--- config.mk ---
export PLATFORM = sky130hd
export DESIGN_NAME = prog_sequencer
export DESIGN_NICKNAME = d
export VERILOG_FILES = /design/src/rtl/prog_sequencer.sv
export SDC_FILE = /design/constraint.sdc
export NUM_CORES = 1
export LEC_CHECK = 0
export CAP_MARGIN = 5
export CORE_MARGIN = 4
export CORE_UTILIZATION = 40
export DETAILED_ROUTE_END_ITERATION = 6
export GPL_TIMING_DRIVEN = 1
export PLACE_DENSITY = 0.76
export REMOVE_ABC_BUFFERS = 1
export SYNTH_ARGS = -nofsm -noshare
export SYNTH_HDL_FRONTEND = slang
export SYNTH_SLANG_ARGS = --single-unit
--- constraint.sdc ---
create_clock -name Clock -period 1.77 [get_ports Clock]
set_input_delay 0.354 -clock Clock [delete_from_list [all_inputs] [get_ports Clock]]
set_output_delay 0.354 -clock Clock [all_outputs]
set_load 0.1 [all_outputs]
--- src/rtl/prog_sequencer.sv ---
// prog_sequencer: fetch/issue sequencer between a small async-read program ROM
// and the processor controller. Handles mvi immediates, halt, illegal opcodes,
// a Done watchdog and start/stop control.
module prog_sequencer #(
  parameter int ADDR_W  = 5,
  parameter int TIMEOUT = 15
) (
  input  logic              Clock,
  input  logic              Resetn,
  input  logic              Start,
  input  logic              Stop,
  output logic [ADDR_W-1:0] MemAddr,
  input  logic [8:0]        MemData,
  output logic [8:0]        DIN,
  output logic              Run,
  input  logic              Done,
  output logic              Busy,
  output logic              Halted,
  output logic              Error,
  output logic [7:0]        InstrCount
);

  typedef enum logic [2:0] {
    S_IDLE, S_FETCH, S_ISSUE, S_WAIT, S_HALT, S_ERR
  } state_t;

  localparam logic [2:0] OP_MVI  = 3'b011;
  localparam logic [2:0] OP_HALT = 3'b111;
  localparam logic [7:0] WD_LAST = 8'(TIMEOUT - 1);

  state_t            state;
  logic [ADDR_W-1:0] pc;
  logic [7:0]        wd;
  logic              stop_pend;
  logic              busy_st;

  assign busy_st    = (state == S_FETCH) || (state == S_ISSUE) || (state == S_WAIT);
  assign MemAddr    = pc;
  assign Busy       = busy_st;
  assign Halted     = (state == S_HALT);
  assign Error      = (state == S_ERR);

  // Sequencer FSM: PC, issued word, Run pulse, watchdog, stop latch and counter.
  always_ff @(posedge Clock or negedge Resetn) begin
    if (!Resetn) begin
      state      <= S_IDLE;
      pc         <= '0;
      DIN        <= '0;
      Run        <= 1'b0;
      wd         <= '0;
      stop_pend  <= 1'b0;
      InstrCount <= '0;
    end else begin
      // Stop is latched while busy; the in-flight instruction still completes.
      if (Stop && busy_st) stop_pend <= 1'b1;
      case (state)
        S_IDLE: begin
          Run <= 1'b0;
          if (Start && !Stop) state <= S_FETCH;
        end
        S_FETCH: begin
          if (MemData[8:6] == OP_HALT) begin
            state     <= S_HALT;
            stop_pend <= 1'b0;
          end else if (MemData[8]) begin
            // 100/101/110 are not defined opcodes; PC stays on the offender.
            state     <= S_ERR;
            stop_pend <= 1'b0;
          end else begin
            DIN   <= MemData;
            Run   <= 1'b1;
            pc    <= pc + 1'b1;
            state <= S_ISSUE;
          end
        end
        S_ISSUE: begin
          Run <= 1'b0;
          // mvi: swap in the immediate word, which sits at the already-bumped PC.
          if (DIN[8:6] == OP_MVI) begin
            DIN <= MemData;
            pc  <= pc + 1'b1;
          end
          wd    <= '0;
          state <= S_WAIT;
        end
        S_WAIT: begin
          if (Done) begin
            if (InstrCount != 8'hFF) InstrCount <= InstrCount + 8'd1;
            if (stop_pend || Stop) begin
              state     <= S_IDLE;
              stop_pend <= 1'b0;
            end else begin
              state <= S_FETCH;
            end
          end else begin
            wd <= wd + 8'd1;
            if (wd == WD_LAST) begin
              state     <= S_ERR;
              stop_pend <= 1'b0;
            end
          end
        end
        S_HALT, S_ERR: begin
          if (Start) begin
            pc    <= '0;
            state <= S_FETCH;
          end
        end
        default: state <= S_IDLE;
      endcase
    end
  end

endmodule

**After elaboration in Yosys (flattened, before gate mapping)**

Cells that the tools add are included.

- $add $sub $neg: 3
- Eq/ne operators: 16
- Multiplexer cells: 29
- Reduce and logical (&&, ||, !) cells: 19

Operator list:

| cell | count |
|---|---|
| $mux W9 | 3 |
| $mux W5 | 4 |
| $mux W3 | 6 |
| $pmux W9 S2 | 1 |
| $add A8 B1 Y8 const B | 2 |
| $pmux W8 S2 | 1 |
| $pmux W3 S5 | 1 |
| $pmux W5 S3 | 1 |
| $ne A2 B2 Y1 const B | 5 |
| $eq A3 B2 Y1 const B | 3 |
| $eq A3 B3 Y1 const B | 3 |
| $mux W1 | 9 |
| $reduce_and A3 Y1 | 3 |
| $eq A8 B4 Y1 const B | 1 |
| $mux W8 | 1 |
| $ne A8 B8 Y1 const B | 1 |
| $reduce_bool A2 Y1 | 3 |
| $add A5 B1 Y5 const B | 1 |
| $reduce_and A5 Y1 | 1 |
| $pmux W1 S2 | 2 |
| $reduce_and A4 Y1 | 1 |
| $reduce_or A2 Y1 | 2 |
| $eq A3 B1 Y1 const B | 1 |
| $logic_not A3 Y1 | 1 |
| other kinds (7) | 10 |

- Flip-flop bits (word level): 35
- Bits of input ports: 14
- Output and inout port bits: 26
- Word-level logic and storage cells: 74

**Longest topological paths before layout**

Gate-level depths: netlist of the first run.

- Depth after elaboration: 8
- Mapped depth: 6
- Depth with buffers taken out: 6

**Least setup slack after synthesis of the first run**

Ideal clock, no wire load.

- Path kind: register to register
- Start point: register state[2]
- End point: register stop_pend
- Library setup time: 0.085 ns
- Data arrival time: 2.515 ns
- Required time: 1.685 ns
- Setup slack: -0.829 ns
- Stages on the path, launching flop included: 5
- Path buffers: 1
- Clock period less this slack: 2.599 ns
- Cells stage by stage: dfrtp_1 > clkbuf_1 > a21oi_1 > a21oi_1 > a31oi_1

- Cells in the longest elaborated chain, start to end: 8
- Elaborated cells between the ends (all ways): 13
- Classes of those cells: 3 x eq/ne; 7 x mux; 3 x reduce/logical

Ends and longest elaborated chain:

| what | line | text |
|---|---|---|
| start: declaration | 31 | `state_t state;` |
| start signal: assignment | 46 | `state <= S_IDLE;` |
| start signal: assignment | 59 | `if (Start && !Stop) state <= S_FETCH;` |
| start signal: assignment | 63 | `state <= S_HALT;` |
| $eq A3 B1 Y1 / $eq A3 B2 Y1 (equally long branches) | 37 | `assign busy_st = (state == S_FETCH) \|\| (state == S_ISSUE) \|\| (state == S_WAIT);` |
| $logic_or A1 B1 Y1 | 37 |  |
| $logic_or A1 B1 Y1 * | 37 |  |
| named net Busy | 17 | `output logic Busy,` |
| $logic_and A1 B1 Y1 * | 55 | `if (Stop && busy_st) stop_pend <= 1'b1;` |
| $mux W1 * | 55 |  |
| $mux W1, on equally long branches | 97, 65, 89 |  |
| $mux W1, on equally long branches | 87, 62 |  |
| $pmux W1 S2 * | 56 | `case (state)` |
| end signal: assignment | 55 |  |
| end signal: assignment | 91 | `stop_pend <= 1'b0;` |
| end signal: assignment | 99 | `stop_pend <= 1'b0;` |
| end: declaration | 34 | `logic stop_pend;` |

Mark *: on every way through the listed nets, which the timed path passes. The rest lies on a longest branch.
A chain may end at the register's enable or synchronous reset.

**Worst setup path after layout of the first run**

- Start point: register state[0]
- End point: output Busy

- Cells in the longest elaborated chain, start to end: 3
- Elaborated cells between the ends (all ways): 5
- Classes of those cells: 3 x eq/ne; 2 x reduce/logical

Ends and longest elaborated chain:

| what | line |
|---|---|
| $eq A3 B1 Y1 / $eq A3 B2 Y1 (equally long branches) | 37 |
| $logic_or A1 B1 Y1 | 37 |
| $logic_or A1 B1 Y1 * | 37 |
| end: declaration | 17 |

Every way passes the cells marked *; elsewhere a longest branch is shown, timed or not.

==> impl_metrics.yaml, run 1 <==
cts:
  htree_levels: 2
  cts_made_buffers: 5
  clk_pin_slew_worst_paths_ns: 0.07
  tritoncts: "built"
  clock_latency_ns: 0.28
  cts-root-buf: "clkbuf_8"
  cts_buffer_depth: 2
  hold_buffers: 0
  cts.sinks: 35
route:
  first_pass_iters: 6
  drt_iter0_drc: 109
  routed_wl_um: 4160
  vias_per_cell: 5.41
  wire_per_inst_um: 15.2
  ant_nets: 0
  vias: 1477
  drc: 0
global_route:
  grt_pass1_vias: 1506
  grt_antenna_before_repair: 0
  use_met3_pct: 3.78
  grt_pass1_wl_um: 7040
  grt_util_met2_pct: 27.6
  overflow: 0
  grt_use_total_pct: 16.5
  gr-usage-met1_pct: 20.7
  top_usage_layer: "met2"
  grt_max_degree: 36
place:
  place_ws_ns: -0.0966
  portBuffers: 39
  hpwlAfterDp_um: 3070
  gp_congestion: 0.833
min_path:
  hold_path.class: "input port to asynchronous set/reset pin"
synth:
  synth_area_um2: 1750
  synth_area_per_cell_um2: 11.0
  async_flop_share_pct: 100
  yosys_register_bits: 35
  synth.distinct_cells: 39
  ys_seq_area_share_pct: 49.9
  ys.flop_type: "dfrtp_1"
  yosysWarningCount: 0
  synth_edf_count: 0
  netlist_instances: 159
sta:
  layout_setup_ws_ns: 0.0469
  setup_viol: 0
  worst_pin_slew_ns: 0.445
  final_max_slew_viol_count: 0
  rsz0062_at_grt: "true"
  fin_crit_ns: 1.72
  finalClockSkew_ns: 0.00410
  hold_viol: 0
  max_freq_mhz: 580
  min_period_over_period_pct: 97.4
  maxSlewHeadroom_pct: 70.4
cells_and_area:
  syn2layout_area_growth_pct: 54.7
  fin_nets: 241
  drive_gt1_share_pct: 34.5
  final.fill_count: 295
  n_antenna_cell: 0
critical_path:
  setup.worst_path.start: "state[0]"
  crit_required_ns: 1.42
  rrSetupSlack_ns: 0.12
  path_max_fanout: 9
  start_kind: "flop"
  arrival_ns: 1.37
  r2r_cells: 5
  rr_endpoint: "InstrCount[3]"
  cp-end-kind: "output pin"
  worstReg2RegStart: "state[2]"
  crit_type: "flop to output pin"
  cp-endpoint: "Busy"
run:
  maxCapViolCount: 0
floorplanning:
  dieArea_um2: 5510
  fp-row-count: 23
  start_util_pct: 42.6
  core_um2: 4120
  die_x_um: 74.2
  die_h_um: 74.2
  io_pins: 40
status:
  status: "finished clean"
## cell usage in the layout (no fill, tap or decap), types with 2 or more instances in the layout
master | Yosys | layout
o31ai_1 | 2 | 2
nand2_1 | 10 | 10
xnor2_1 | 5 | 5
nand4b_1 | 2 | 2
o22ai_1 | 2 | 2
a21oi_1 | 7 | 6
ha_1 | 4 | 4
clkdlybuf4s50_1 | 0 | 13
o21ai_0 | 8 | 8
inv_2 | 0 | 2
nand4_1 | 3 | 3
dfrtp_1 | 35 | 34
nand3_1 | 12 | 12
nor2_1 | 9 | 9
o211ai_1 | 2 | 2
mux2i_1 | 3 | 3
xor2_1 | 5 | 5
and3_1 | 5 | 4
nor2b_1 | 3 | 3
nand2b_1 | 3 | 3
inv_1 | 6 | 4
buf_4 | 1 | 23
buf_12 | 0 | 26
a31oi_1 | 4 | 3
clkbuf_8 | 0 | 6
mux2_2 | 8 | 8
mux2_4 | 2 | 2
## layout make-up
cell class	instances	area [µm²]	share of cell area, %
clock buffer	6	82.6	3.04
clock inverter	1	5.00	0.184
inverter	6	22.5	0.830
multi-input combinational	113	841	31.0
sequential	35	877	32.3
tap	50	62.6	2.31
timing repair buffer	62	823	30.3
## Yosys cell counts, drive strengths merged, types with 2 or more instances
cell / count / area, µm²
dfrtp: 35 / 876
nand3: 12 / 60.1
mux2: 10 / 120
nand2: 10 / 37.5
nor2: 9 / 33.8
o21ai: 8 / 40.0
a21oi: 7 / 35.0
inv: 6 / 22.5
a31oi: 5 / 46.3
and3: 5 / 31.3
xnor2: 5 / 43.8
xor2: 5 / 43.8
ha: 4 / 50.1
clkbuf: 3 / 11.3
mux2i: 3 / 30.0
nand2b: 3 / 18.8
nand4: 3 / 18.8
nor2b: 3 / 18.8
buf: 2 / 18.8
nand4b: 2 / 17.5
o211ai: 2 / 15.0
o22ai: 2 / 12.5
o31ai: 2 / 15.0
## per-stage QoR
stage | instances | hold WS, ns | utilization [%] | setup TNS, ns | cell area, µm²
5_1_grt | 273 | 0.518 | 65.9 | -0.00313 | 2710
2_1_floorplan | 154 | 0.0584 | - | -8.03 | 1720
4_1_cts | 268 | 0.500 | 64.9 | 0 | 2670
6_report | 273 | 0.478 | 65.9 | 0 | 2710
3_5_place_dp | 261 | 0.545 | 62.5 | -1.03 | 2570
3_3_place_gp | 261 | 0.526 | 62.5 | -0.498 | 2570
## per-layer routing
layer  wire [µm]  share of wire, %
met5           0                 0
met4          71               1.7
met3         142               3.4
met2        2210                53
met1        1740                42
## sequential cells by signal (all words and copies together), names as in the netlist
name and count:
state 3, stop_pend 1, Run 1, InstrCount 8, DIN 9, wd 8, MemAddr 5
## worst min-delay path by stage
stage                   from            end  slack, ns  cells past startpoint
2_1_floorplan         Resetn         DIN[0]       0.06                      0
3_3_place_gp           wd[7]          wd[7]       0.53                      2
3_5_place_dp   InstrCount[6]  InstrCount[6]       0.55                      1
4_1_cts               Resetn         DIN[0]       0.50                      2
5_1_grt               Resetn     MemAddr[2]       0.52                      2
6_report              Resetn     MemAddr[2]       0.48                      2
## cell families (layout without fill, tap and decap cells)
logic type                 count (synthesis)  after routing  share of synthesized area (%)
DFF                                       35             35                           49.9
muxes                                     13             13                           8.56
buffers and inverters                     11             75                           3.00
adders and majority gates                  4              4                           2.85
AOI/OAI and AO/OA                         32             32                           12.8
xor gates and xnor gates                  10             10                           4.99
and+or+nand+nor                           54             54                           17.9
## critical path: stages (launching register included)
cell	delay [ns]
dfrtp_2	0.42
buf_4	0.18
inv_2	0.06
a21oi_2	0.21
buf_12	0.21
## timing repair
action                                  4_1_cts  5_1_grt
resized for setup                             3        3
pin swaps                                     1        1
endpoints found under the setup margin        2        6
gates cloned                                  0        0
setup buffers                                 0        5
Power of run 1 is not shown: default switching activity piles up to over one toggle a cycle in this logic, so the estimate is an artifact.
==> run 2: changes to the inputs <==
Settings changed: ABC_AREA set to 1, PLACE_DENSITY 0.76 to 0.75.
==> impl_metrics.yaml, run 2 <==
cells_and_area:
  fin_nets: 334
  n_antenna_cell: 0
  final_common_cell: "nand2_1"
  utilization_pct: 60.1
  syn2layout_area_growth_pct: 43.2
  top_regs: "DIN x9, InstrCount x8, wd x8"
  largest_register_ff_count: 9
  drive_gt1_share_pct: 20.5
  layout_common_cells: "nand2_1, dfrtp_1, inv_1, buf_12, nor2_1"
  top_register: "DIN"
synth:
  synth.distinct_cells: 24
  synth_common_cells: "nand2_1, dfrtp_1, inv_1"
  synth_area_leader_cell: "dfrtp_1"
  ys_seq_area_share_pct: 43.6
  yosysWarningCount: 0
  async_flop_share_pct: 100
  synth_area_um2: 2010
  yosys_register_bits: 35
  synth_edf_count: 0
  synth_most_common_cell: "nand2_1"
  ys.flop_type: "dfrtp_1"
  netlist_instances: 266
  synthMuxAreaShare_pct: 0
  synth_area_leaders: "dfrtp_1, nand2_1, nand3_1"
  synth_fa_ha_area_share_pct: 2.49
  yosysTopAreaCellShare_pct: 43.6
  synth-simple-area-share_pct: 33.9
  synth_area_per_cell_um2: 7.55
  synth-xor-area-share_pct: 2.62
  synth-compound-area-share_pct: 9.03
  synth_top_family_by_area: "simple AND/OR/NAND/NOR gates"
floorplanning:
  core_um2: 4790
  die_x_um: 78.9
  start_util_pct: 42.0
  die_h_um: 78.9
  dieArea_um2: 6220
  io_pins: 40
  fp-row-count: 25
cts:
  cts.sinks: 35
  clk_pin_slew_worst_paths_ns: 0.07
  cts_made_buffers: 5
  cts-root-buf: "clkbuf_8"
  clock_latency_ns: 0.28
  cts_buffer_depth: 2
  hold_buffers: 0
  tritoncts: "built"
  htree_levels: 2
min_path:
  hold_path.class: "input port to asynchronous set/reset pin"
sta:
  rsz0062_at_grt: "false"
  tns_ns: 0
  fin_crit_ns: 1.68
  worst_pin_slew_ns: 0.464
  setup_viol: 0
  max_freq_mhz: 596
  min_period_over_period_pct: 94.8
  hold_viol: 0
  maxSlewHeadroom_pct: 69.1
  final_max_slew_viol_count: 0
  finalClockSkew_ns: 0.00455
global_route:
  grt_pass1_vias: 1720
  top_usage_layer: "met2"
  grt_antenna_before_repair: 0
  gr-usage-met1_pct: 19.7
  grt_use_total_pct: 15.1
  use_met3_pct: 4.76
  grt_max_degree: 22
  grt_util_met2_pct: 23.7
  overflow: 0
  grt_pass1_wl_um: 7510
route:
  drc: 0
  vias: 1803
  vias_per_cell: 4.70
  wire_per_inst_um: 11.7
  ant_nets: 0
  drt_iter0_drc: 109
  first_pass_iters: 4
  routed_wl_um: 4490
critical_path:
  crit_type: "flop to output pin"
  start_kind: "flop"
  cp-end-kind: "output pin"
  path_max_fanout: 6
  crit_required_ns: 1.42
  arrival_ns: 1.32
status:
  status: "finished clean"
place:
  hpwlAfterDp_um: 3420
  portBuffers: 39
  gp_congestion: 0.872
run:
  maxCapViolCount: 0
-- run 2: cell count changes after synthesis, moves of 4 or more --
cell / previous run / this run
a31oi_1: 4 / 0
and3_1: 5 / 0
inv_1: 6 / 31
mux2_2: 8 / 0
nand2_1: 10 / 90
nand3_1: 12 / 24
nor2_1: 9 / 27
o21ai_2: 0 / 8
-- run 2: final timing paths --
path / startpoint / endpoint / slack [ns] / cells after the start
max: state[1] / Busy / 0.09 / 3
min: Resetn / wd[2] / 0.02 / 1
max reg2reg: state[2] / wd[1] / 0.23 / 7
min reg2reg: wd[7] / wd[7] / 0.54 / 2
max in group asynchronous: Resetn / InstrCount[0] / 1.26 / 2
min in group Clock: wd[7] / wd[7] / 0.54 / 2
-- run 2: cells by family (layout without fill, tap and decap cells) --
logic type / after synthesis / after routing
fa+ha+maj: 4 / 4
xor+xnor: 6 / 6
simple gates: 156 / 156
flops: 35 / 35
buf+inv: 37 / 88
compound gates: 28 / 28
-- run 2: critical path, stage by stage, from the launching register on --
cell and delay [ns]:
dfrtp_2 0.44, inv_1 0.13, a21oi_2 0.26, buf_12 0.21
-- run 2: routing by layer --
metal,part of all wire (%),vias to the layer above
met2,48,46
met1,44,813
met4,1.5,0
li1,-,935
met5,0,-
met3,6.5,9
-- run 2: area by class of cell --
type                    count  area, µm²
fillers                   417       1910
multi-input cells         194        971
flip-flops and latches     35        880
repair buffers             47        718
inverters                  33        124
clock buffers               8        100
well taps                  67       83.8
-- run 2: stage by stage --
step	area [µm²]	std cells	hold slack [ns]	setup slack (ns)
after floorplan	1960	262	0.0584	-0.672
after global placement	2740	373	0.333	0.183
after detailed placement	2740	373	0.336	0.144
after CTS	2850	381	0.0248	0.00703
after global routing	2880	384	0.0413	0.0229
final	2880	384	0.0177	0.0924
-- run 2: repair_timing --
action                                  CTS  global route
buffers inserted                          0             3
gates resized for setup                   3             2
endpoints found under the setup margin    3             3
cloned                                    0             0
hold endpoints to repair                  0             0
Power of run 2 is left out for the same reason.
==> run 3: changes to the inputs <==
Settings changed: CORE_MARGIN 4 to unset.
==> impl_metrics.yaml, run 3 (same netlist as run 2, synthesis figures left out) <==
status:
  status: "finished clean"
route:
  drc: 0
  vias: 1828
  first_pass_iters: 4
  drt_iter0_drc: 71
  wire_per_inst_um: 11.3
  routed_wl_um: 4340
  ant_nets: 0
  vias_per_cell: 4.77
critical_path:
  rr_endpoint: "wd[1]"
  slowest_stage: "dfrtp_2"
  r2r_cells: 7
  start_kind: "flop"
  path_cells: "inv_1 -> a21oi_2 -> buf_12"
  arrival_ns: 1.31
  slowest_delay_ns: 0.43
  crit_type: "flop to output pin"
  cp-end-kind: "output pin"
  crit_required_ns: 1.42
  worstReg2RegStart: "state[2]"
  cp-endpoint: "Busy"
  path_max_fanout: 6
  setup.worst_path.start: "state[1]"
  rrSetupSlack_ns: 0.23
global_route:
  grt_pass1_vias: 1638
  overflow: 0
  use_met3_pct: 6.63
  gr-usage-met1_pct: 22.7
  grt_util_met2_pct: 29.5
  grt_use_total_pct: 18.6
  grt_pass1_wl_um: 7450
  grt_antenna_before_repair: 0
  top_usage_layer: "met2"
  grt_max_degree: 19
sta:
  rsz0062_at_grt: "false"
  finalClockSkew_ns: 0.00801
  min_period_over_period_pct: 94.1
  setup_viol: 0
  whs_ns: 0.500
  final_max_slew_viol_count: 0
  fin_crit_ns: 1.67
  hold_viol: 0
  layout_setup_ws_ns: 0.104
  max_freq_mhz: 600
  worst_pin_slew_ns: 0.357
  maxSlewHeadroom_pct: 76.2
place:
  hpwlAfterDp_um: 3270
  place_ws_ns: 0.140
  portBuffers: 39
  gp_congestion: 0.870
floorplanning:
  io_pins: 40
  core_um2: 4790
  fp-row-count: 25
  die_h_um: 72.9
  dieArea_um2: 5310
  start_util_pct: 42.0
  die_x_um: 72.9
run:
  maxCapViolCount: 0
cts:
  htree_levels: 2
  cts-root-buf: "clkbuf_8"
  cts_buffer_depth: 2
  clk_pin_slew_worst_paths_ns: 0.07
  clock_latency_ns: 0.29
  cts.sinks: 35
  tritoncts: "built"
  cts_made_buffers: 5
cells_and_area:
  layout_common_cells: "nand2_1, dfrtp_1, inv_1, buf_12, nor2_1"
  n_antenna_cell: 0
  fin_nets: 333
  top_regs: "DIN x9, InstrCount x8, wd x8"
  final.fill_count: 427
  syn2layout_area_growth_pct: 42.5
  top_register: "DIN"
  drive_gt1_share_pct: 20.3
  largest_register_ff_count: 9
  final_common_cell: "nand2_1"
min_path:
  hold_path.class: "input port to asynchronous set/reset pin"
-- run 3: changes by cell type in the layout (fill, tap and decap cells not counted), sizes merged --
cell and delta:
buf -2, clkbuf -2, clkinv +1, clkinvlp +1, dlygate4sd3 +1
-- run 3: stage by stage --
stage	TNS, ns	cell area [µm²]	utilization (%)	cells
6_report	0	2860	59.8	383
5_1_grt	0	2860	59.8	383
4_1_cts	0	2850	59.5	382
3_5_place_dp	0	2740	57.3	373
3_3_place_gp	0	2740	57.3	373
2_1_floorplan	-4.51	1960	-	262
-- run 3: layer usage --
metal	part of all wire, %	wire, µm	vias to the layer above
met3	7.1	310	11
met4	1.9	84	0
li1	-	-	934
met5	0	0	-
met2	47	2030	54
met1	44	1910	829
-- run 3: what timing repair did --
| item | CTS | global route |
|---|---|---|
| hold buffers | 1 | 0 |
| gates resized for setup | 3 | 4 |
| endpoints found under the hold margin | 13 | 0 |
| buffers inserted | 0 | 1 |
| endpoints found under the setup margin | 3 | 3 |
-- run 3: how the worst min path moves through the flow --
stage / start / endpoint / slack, ns / depth (start not counted)
floorplan: Resetn / DIN[0] / 0.06 / 0
global placement: Resetn / wd[4] / 0.28 / 1
detailed placement: Resetn / wd[4] / 0.28 / 1
CTS: Resetn / InstrCount[1] / 0.50 / 2
global route: Resetn / InstrCount[1] / 0.53 / 2
finish: Resetn / wd[6] / 0.50 / 2
-- run 3: area by class of cell --
class | instances | area (µm²) | share of cell area, %
sequential | 35 | 880 | 30.7
tap | 67 | 83.8 | 2.93
multi-input combinational | 194 | 978 | 34.2
timing repair buffer | 46 | 713 | 24.9
inverter | 33 | 124 | 4.33
clock inverter | 2 | 12.5 | 0.437
clock buffer | 6 | 72.6 | 2.53
-- run 3: critical path, delay by kind of cell (launching register included) --
family                 cells  cell delay, ns
AO/OA/AOI/OAI              1            0.25
buffers and inverters      2            0.34
flip-flops                 1            0.43
Power of run 3 is left out for the same reason.
